<file path="config.mk">
export PLATFORM = sky130hd
export DESIGN_NAME = cp0_exc_ctrl
export DESIGN_NICKNAME = d
export VERILOG_FILES = /design/src/rtl/cp0_pkg.sv /design/src/rtl/cp0_trap_decode.sv /design/src/rtl/cp0_exc_ctrl.sv
export SDC_FILE = /design/constraint.sdc
export NUM_CORES = 1
export LEC_CHECK = 0
export ABC_AREA = 1
export BUFFER_PORTS_ARGS = -buffer_cell sky130_fd_sc_hd__buf_2
export CORE_ASPECT_RATIO = 1.2
export CORE_MARGIN = 2
export CORE_UTILIZATION = 51
export CTS_CLUSTER_SIZE = 28
export DETAILED_ROUTE_END_ITERATION = 10
export GPL_TIMING_DRIVEN = 0
export PLACE_DENSITY = 0.95
export SYNTH_ARGS = -nofsm -noshare
export SYNTH_HDL_FRONTEND = slang
export SYNTH_HIERARCHICAL = 1
export SYNTH_SLANG_ARGS = --single-unit
</file>
<file path="constraint.sdc">
create_clock -name cp0_clk -period 5.76 [get_ports cp0_clk]
set_input_delay 0.864 -clock cp0_clk [delete_from_list [all_inputs] [get_ports cp0_clk]]
set_output_delay 0.864 -clock cp0_clk [all_outputs]
set_load 0.01 [all_outputs]
</file>
<file path="src/rtl/cp0_pkg.sv">
// Shared CP0 definitions: cause codes, CP0 register indices, FSM encoding
// and the default exception vector.
package cp0_pkg;

  localparam logic [4:0] CAUSE_NONE    = 5'b00000;
  localparam logic [4:0] CAUSE_SYSCALL = 5'b01000;
  localparam logic [4:0] CAUSE_BREAK   = 5'b01001;
  localparam logic [4:0] CAUSE_TEQ     = 5'b01101;

  localparam logic [4:0] REG_STATUS = 5'd12;
  localparam logic [4:0] REG_CAUSE  = 5'd13;
  localparam logic [4:0] REG_EPC    = 5'd14;

  localparam logic [31:0] EXC_VECTOR_DEF = 32'h0040_0004;

  typedef enum logic [2:0] {
    ST_IDLE       = 3'd0,
    ST_EXC_ISSUE  = 3'd1,
    ST_EXC_REDIR  = 3'd2,
    ST_ERET_ISSUE = 3'd3,
    ST_ERET_REDIR = 3'd4
  } cp0_state_e;

  // Winner of the decode priority encode for one instruction slot.
  typedef enum logic [2:0] {
    REQ_NONE = 3'd0,
    REQ_TRAP = 3'd1,
    REQ_ERET = 3'd2,
    REQ_MTC0 = 3'd3,
    REQ_MFC0 = 3'd4
  } cp0_req_e;

endpackage

</file>
<file path="src/rtl/cp0_trap_decode.sv">
// Priority encode of decoded instruction flags into a single CP0 request
// (syscall > break > taken teq > eret > mtc0 > mfc0) plus the trap cause.
module cp0_trap_decode
  import cp0_pkg::*;
(
  input  logic       is_syscall,
  input  logic       is_break,
  input  logic       is_teq,
  input  logic       teq_equal,
  input  logic       is_mfc0,
  input  logic       is_mtc0,
  input  logic       is_eret,
  output cp0_req_e   req,
  output logic [4:0] trap_cause
);

  always_comb begin
    req        = REQ_NONE;
    trap_cause = CAUSE_NONE;
    if (is_syscall) begin
      req        = REQ_TRAP;
      trap_cause = CAUSE_SYSCALL;
    end else if (is_break) begin
      req        = REQ_TRAP;
      trap_cause = CAUSE_BREAK;
    end else if (is_teq && teq_equal) begin
      // An untaken TEQ falls through, so a lower-priority flag may still win.
      req        = REQ_TRAP;
      trap_cause = CAUSE_TEQ;
    end else if (is_eret) begin
      req = REQ_ERET;
    end else if (is_mtc0) begin
      req = REQ_MTC0;
    end else if (is_mfc0) begin
      req = REQ_MFC0;
    end
  end

endmodule

</file>
<file path="src/rtl/cp0_exc_ctrl.sv">
// CPU-side CP0 initiator: sequences exception entry/return, drives CP0 strobes,
// the fetch redirect/stall, and tracks exception nesting depth.
// Strobe semantics: cp0_ena with one of mfc0/mtc0/eret or a non-zero cause is a
// one-cycle request CP0 samples on the negedge; there is no back-pressure.
module cp0_exc_ctrl
  import cp0_pkg::*;
#(
  parameter logic [31:0] EXC_VECTOR  = EXC_VECTOR_DEF,
  parameter logic [31:0] ERET_OFFSET = 32'd4,
  parameter int          MAX_NEST    = 6
) (
  input  logic        cp0_clk,
  input  logic        cp0_rst,
  input  logic        ena,
  input  logic        is_syscall,
  input  logic        is_break,
  input  logic        is_teq,
  input  logic        teq_equal,
  input  logic        is_mfc0,
  input  logic        is_mtc0,
  input  logic        is_eret,
  input  logic [4:0]  rd,
  input  logic [31:0] pc_in,
  input  logic [31:0] epc_in,
  output logic        cp0_ena,
  output logic        mfc0,
  output logic        mtc0,
  output logic        eret,
  output logic [4:0]  cause,
  output logic [31:0] addr,
  output logic [31:0] pc_out,
  output logic        stall,
  output logic        pc_redirect,
  output logic [31:0] redirect_pc,
  output logic [2:0]  nest_depth,
  output logic        nest_err,
  output logic [2:0]  dbg_state
);

  localparam logic [2:0] MAX_DEPTH = 3'(MAX_NEST);

  cp0_state_e  state, state_nxt;
  cp0_req_e    req;
  logic [4:0]  dec_cause;
  logic [4:0]  cause_q;
  logic [31:0] pc_q;
  logic [31:0] epc_q;
  logic [2:0]  depth_q;
  logic        err_q;
  logic        go;
  logic        take_trap;
  logic        err_set;

  cp0_trap_decode u_decode (
    .is_syscall (is_syscall),
    .is_break   (is_break),
    .is_teq     (is_teq),
    .teq_equal  (teq_equal),
    .is_mfc0    (is_mfc0),
    .is_mtc0    (is_mtc0),
    .is_eret    (is_eret),
    .req        (req),
    .trap_cause (dec_cause)
  );

  // Reset also gates the combinational IDLE path so nothing leaks while held.
  assign go = ena && !cp0_rst;

  always_ff @(posedge cp0_clk or posedge cp0_rst) begin
    if (cp0_rst) begin
      state   <= ST_IDLE;
      cause_q <= CAUSE_NONE;
      pc_q    <= '0;
      epc_q   <= '0;
      depth_q <= '0;
      err_q   <= 1'b0;
    end else if (ena) begin
      state <= state_nxt;
      if (take_trap) begin
        pc_q    <= pc_in;
        cause_q <= dec_cause;
      end
      if (err_set) err_q <= 1'b1;
      if (state == ST_EXC_ISSUE) depth_q <= depth_q + 3'd1;
      if (state == ST_ERET_ISSUE) begin
        epc_q   <= epc_in;
        depth_q <= depth_q - 3'd1;
      end
    end
  end

  always_comb begin
    state_nxt   = state;
    take_trap   = 1'b0;
    err_set     = 1'b0;
    cp0_ena     = 1'b0;
    mfc0        = 1'b0;
    mtc0        = 1'b0;
    eret        = 1'b0;
    cause       = CAUSE_NONE;
    addr        = '0;
    stall       = 1'b0;
    pc_redirect = 1'b0;
    redirect_pc = '0;
    case (state)
      ST_IDLE: begin
        if (go) begin
          case (req)
            REQ_TRAP: begin
              if (depth_q < MAX_DEPTH) begin
                take_trap = 1'b1;
                stall     = 1'b1;
                state_nxt = ST_EXC_ISSUE;
              end else begin
                err_set = 1'b1;
              end
            end
            REQ_ERET: begin
              if (depth_q != 3'd0) begin
                stall     = 1'b1;
                state_nxt = ST_ERET_ISSUE;
              end else begin
                err_set = 1'b1;
              end
            end
            REQ_MTC0: begin
              cp0_ena = 1'b1;
              mtc0    = 1'b1;
              addr    = {27'b0, rd};
            end
            REQ_MFC0: begin
              cp0_ena = 1'b1;
              mfc0    = 1'b1;
              addr    = {27'b0, rd};
            end
            default: ;
          endcase
        end
      end
      ST_EXC_ISSUE: begin
        stall = 1'b1;
        if (go) begin
          cp0_ena   = 1'b1;
          cause     = cause_q;
          state_nxt = ST_EXC_REDIR;
        end
      end
      ST_EXC_REDIR: begin
        if (go) begin
          pc_redirect = 1'b1;
          redirect_pc = EXC_VECTOR;
          state_nxt   = ST_IDLE;
        end else begin
          stall = 1'b1;
        end
      end
      ST_ERET_ISSUE: begin
        stall = 1'b1;
        if (go) begin
          cp0_ena   = 1'b1;
          eret      = 1'b1;
          state_nxt = ST_ERET_REDIR;
        end
      end
      ST_ERET_REDIR: begin
        if (go) begin
          pc_redirect = 1'b1;
          redirect_pc = epc_q + ERET_OFFSET;
          state_nxt   = ST_IDLE;
        end else begin
          stall = 1'b1;
        end
      end
      default: state_nxt = ST_IDLE;
    endcase
  end

  assign pc_out     = pc_q;
  assign nest_depth = depth_q;
  assign nest_err   = err_q;
  assign dbg_state  = state;

endmodule

</file>
==> metrics <==
clock network power share 17.7%; IO buf count roughly 170; cts bufs inserted 9; leakage between 3 and 4 nW; Syn Inst Count 624; CP max stage cell nor2_2; DP Area 5760 um^2; Post-Syn Area per Cell 7.46 um^2; postcts setup bufs 0; Worst setup EP type output port; synth warn 6; RD Place Congestion about 0.97; Resize count post-CTS 0; Hold Path Class in2async; Setup TNS Final 0 ns; # IOs 193; pre-CTS WS 2.53 ns; skew final around 0.010 ns; drt pass-1 iters 4; Reg area about 1900 um^2; crit-path max FO 10; Distinct cells, synth 31; clock buffer depth 2; standard-cell rows 38; CTS Sinks between 70 and 80; Fill cells 777; slowest stage delay, CP 0.34 ns; Vias roughly 4600; CP cell instances buf_2 > inv_1 > nor2_1 > inv_1 > nor2_2 > buf_2 > o21ai_0 > nor2_1 > buf_2; Root Buffer clkbuf_8; PnR worst setup slack 2.49 ns; placed insts around 940; Die H roughly 110 um; fin. max-slew vios 0; # DRC 0; WL per Instance about 13 um; register area share after synthesis 40.8%; non-filler cells, final 954; maximum vdd drop 0.253 mV; share of cells above drive strength 1 36.6%; CP startpoint kind primary input; fin crit period 3.27 ns; Final nets 909; Routed WL between 10000 and 15000 um; final hold violation count 0; setup violators final 0; Bufs and invs on worst path 5; Remaining Overflow, GRT 0; P_sw 1.02 mW; worst-margin pin slew just over 0.6 ns; run status finished clean; WS Path Type in2out; vias in the first global route 4457; RSZ-0062 raised after global routing no; Worst-path clk slew roughly 0.09 ns; Final Cycle Share 56.7%; Detailed Route Iter0 Violations 197; area of the multi-input gates 2180 um^2; Final Cell Area 5970 um^2; CTS tree yes; mapped cell area 4660 um^2; initial antenna violation count 1; Slew headroom 59.7%; PwrDens 403 nW/um^2; largest net degree at the start of global routing 57; H-tree levels 3; Chip Width 91.2 um; Main synth FF type dfrtp_1; hpwl dp 10100 um; Core ar. between 8000 and 9000 um^2; Logic pwr share 41.1%; fmax 306 MHz; Via-to-Cell Ratio 4.86; CP delay by family, top buffers and inverters; Post-synth EDFFs 0; flops & latches, synth between 70 and 80; switch share 42.2%; FFs w/ async S/R, synth 100%; GRT Util Overall 25.8%; die area 9910 um^2; MaxCap Viol Count 0; Seq pwr share 41.2%; CP dominant cell by count buf_2; CP required 4.90 ns; global-route wire length before repair between 20000 and 25000 um; Int Power roughly 1.4 mW; Critical Path AT around 2.4 ns; hold_buf cts 0; Starting Density 52.1%; ANT nets after route 0; latest clock arrival within the worst-skew pair 0.34 ns; synthesis-to-layout area growth 28.3%
-- final timing paths --
path                              start  slack, ns  cells after the start               to
setup reg to reg           dbg_state[2]       4.04                      8        epc_q[27]
setup / recovery                    ena       2.49                      9  redirect_pc[17]
max in group asynchronous       cp0_rst       4.72                      3        epc_q[23]
hold reg to reg               pc_out[0]       0.49                      2        pc_out[0]
hold / removal                  cp0_rst       0.47                      2         epc_q[4]
min in group cp0_clk          pc_out[0]       0.49                      2        pc_out[0]
-- worst register-to-register path, delay by kind of cell (launching register included) --
| kind | cells | cell delay (ns) |
|---|---|---|
| and+or+nand+nor | 4 | 0.51 |
| AOI/OAI and AO/OA | 1 | 0.05 |
| DFF | 1 | 0.40 |
| buffers and inverters | 3 | 0.64 |
-- layout by cell type (no fill, tap or decap), types with 6 or more instances in the layout --
cell type,count
a21oi_1,31
conb_1,29
dfrtp_1,76
inv_1,87
buf_4,29
clkbuf_8,9
nor2_2,8
buf_6,7
nor3_1,6
o21ai_0,18
o21ai_2,30
mux2_2,16
nor2_1,107
nand3_1,23
nand2_2,23
nand2_1,129
buf_2,173
-- metrics by stage --
stage	util, %	hold WS, ns	power [mW]
after floorplan	-	0.453	1.64
after global placement	64.1	0.442	1.93
after detailed placement	64.5	0.470	1.98
after CTS	66.8	0.466	2.41
after global routing	66.8	0.472	2.60
final	66.8	0.469	2.41
-- power by group through the flow --
stage / registers (mW) / clock network [mW] / logic (mW)
after global placement: 0.987 / 0 / 0.944
after detailed placement: 0.992 / 0 / 0.990
final: 0.994 / 0.426 / 0.990
after global routing: 1.03 / 0.463 / 1.11
after floorplan: 1.01 / 0 / 0.631
after CTS: 0.988 / 0.434 / 0.992
-- cell families (layout without fill, tap and decap cells) --
logic type / after synthesis / after routing / share of synthesized area, %
flip-flops: 76 / 76 / 40.8
adder cells (fa/ha/maj): 2 / 2 / 0.699
buffers and inverters: 134 / 316 / 14.5
multiplexers: 16 / 16 / 3.87
XOR/XNOR: 3 / 3 / 0.564
AO/OA/AOI/OAI: 88 / 88 / 12.1
other: 2 / 30 / 0.161
AND/OR/NAND/NOR: 303 / 303 / 27.3
-- layout make-up --
| type | count | share of cell area (%) |
|---|---|---|
| clock inverters | 7 | 1.38 |
| multi-input cells | 441 | 36.5 |
| flip-flops and latches | 76 | 31.8 |
| inverters | 89 | 5.64 |
| clock buffers | 9 | 2.07 |
| well taps | 120 | 2.51 |
| repair buffers | 166 | 14.3 |
| diodes | 1 | 0.0419 |
| plain buffers | 45 | 5.70 |
-- Yosys cell counts (16+ instances only) --
library cell	count	area (um^2)
nand2_1	129	484
mux2_2	16	180
nor2_1	107	402
nand2_2	23	144
o21ai_2	30	263
a21oi_1	31	155
buf_4	29	218
dfrtp_1	76	1900
o21ai_0	18	90.1
nand3_1	23	115
inv_1	88	330
-- layer usage --
layer | global-route usage, % | wire length (um)
met1 | 29.0 | 4850
met2 | 46.8 | 6450
met3 | 6.29 | 956
met4 | 11.3 | 410
met5 | 0 | 0
-- sequential cells by signal (all words and copies together) (netlist names) --
register	flops
epc_q	32
pc_out	32
nest_err	1
nest_depth	3
dbg_state	3
cause_q	5
Power figures use the tool's default switching activity.
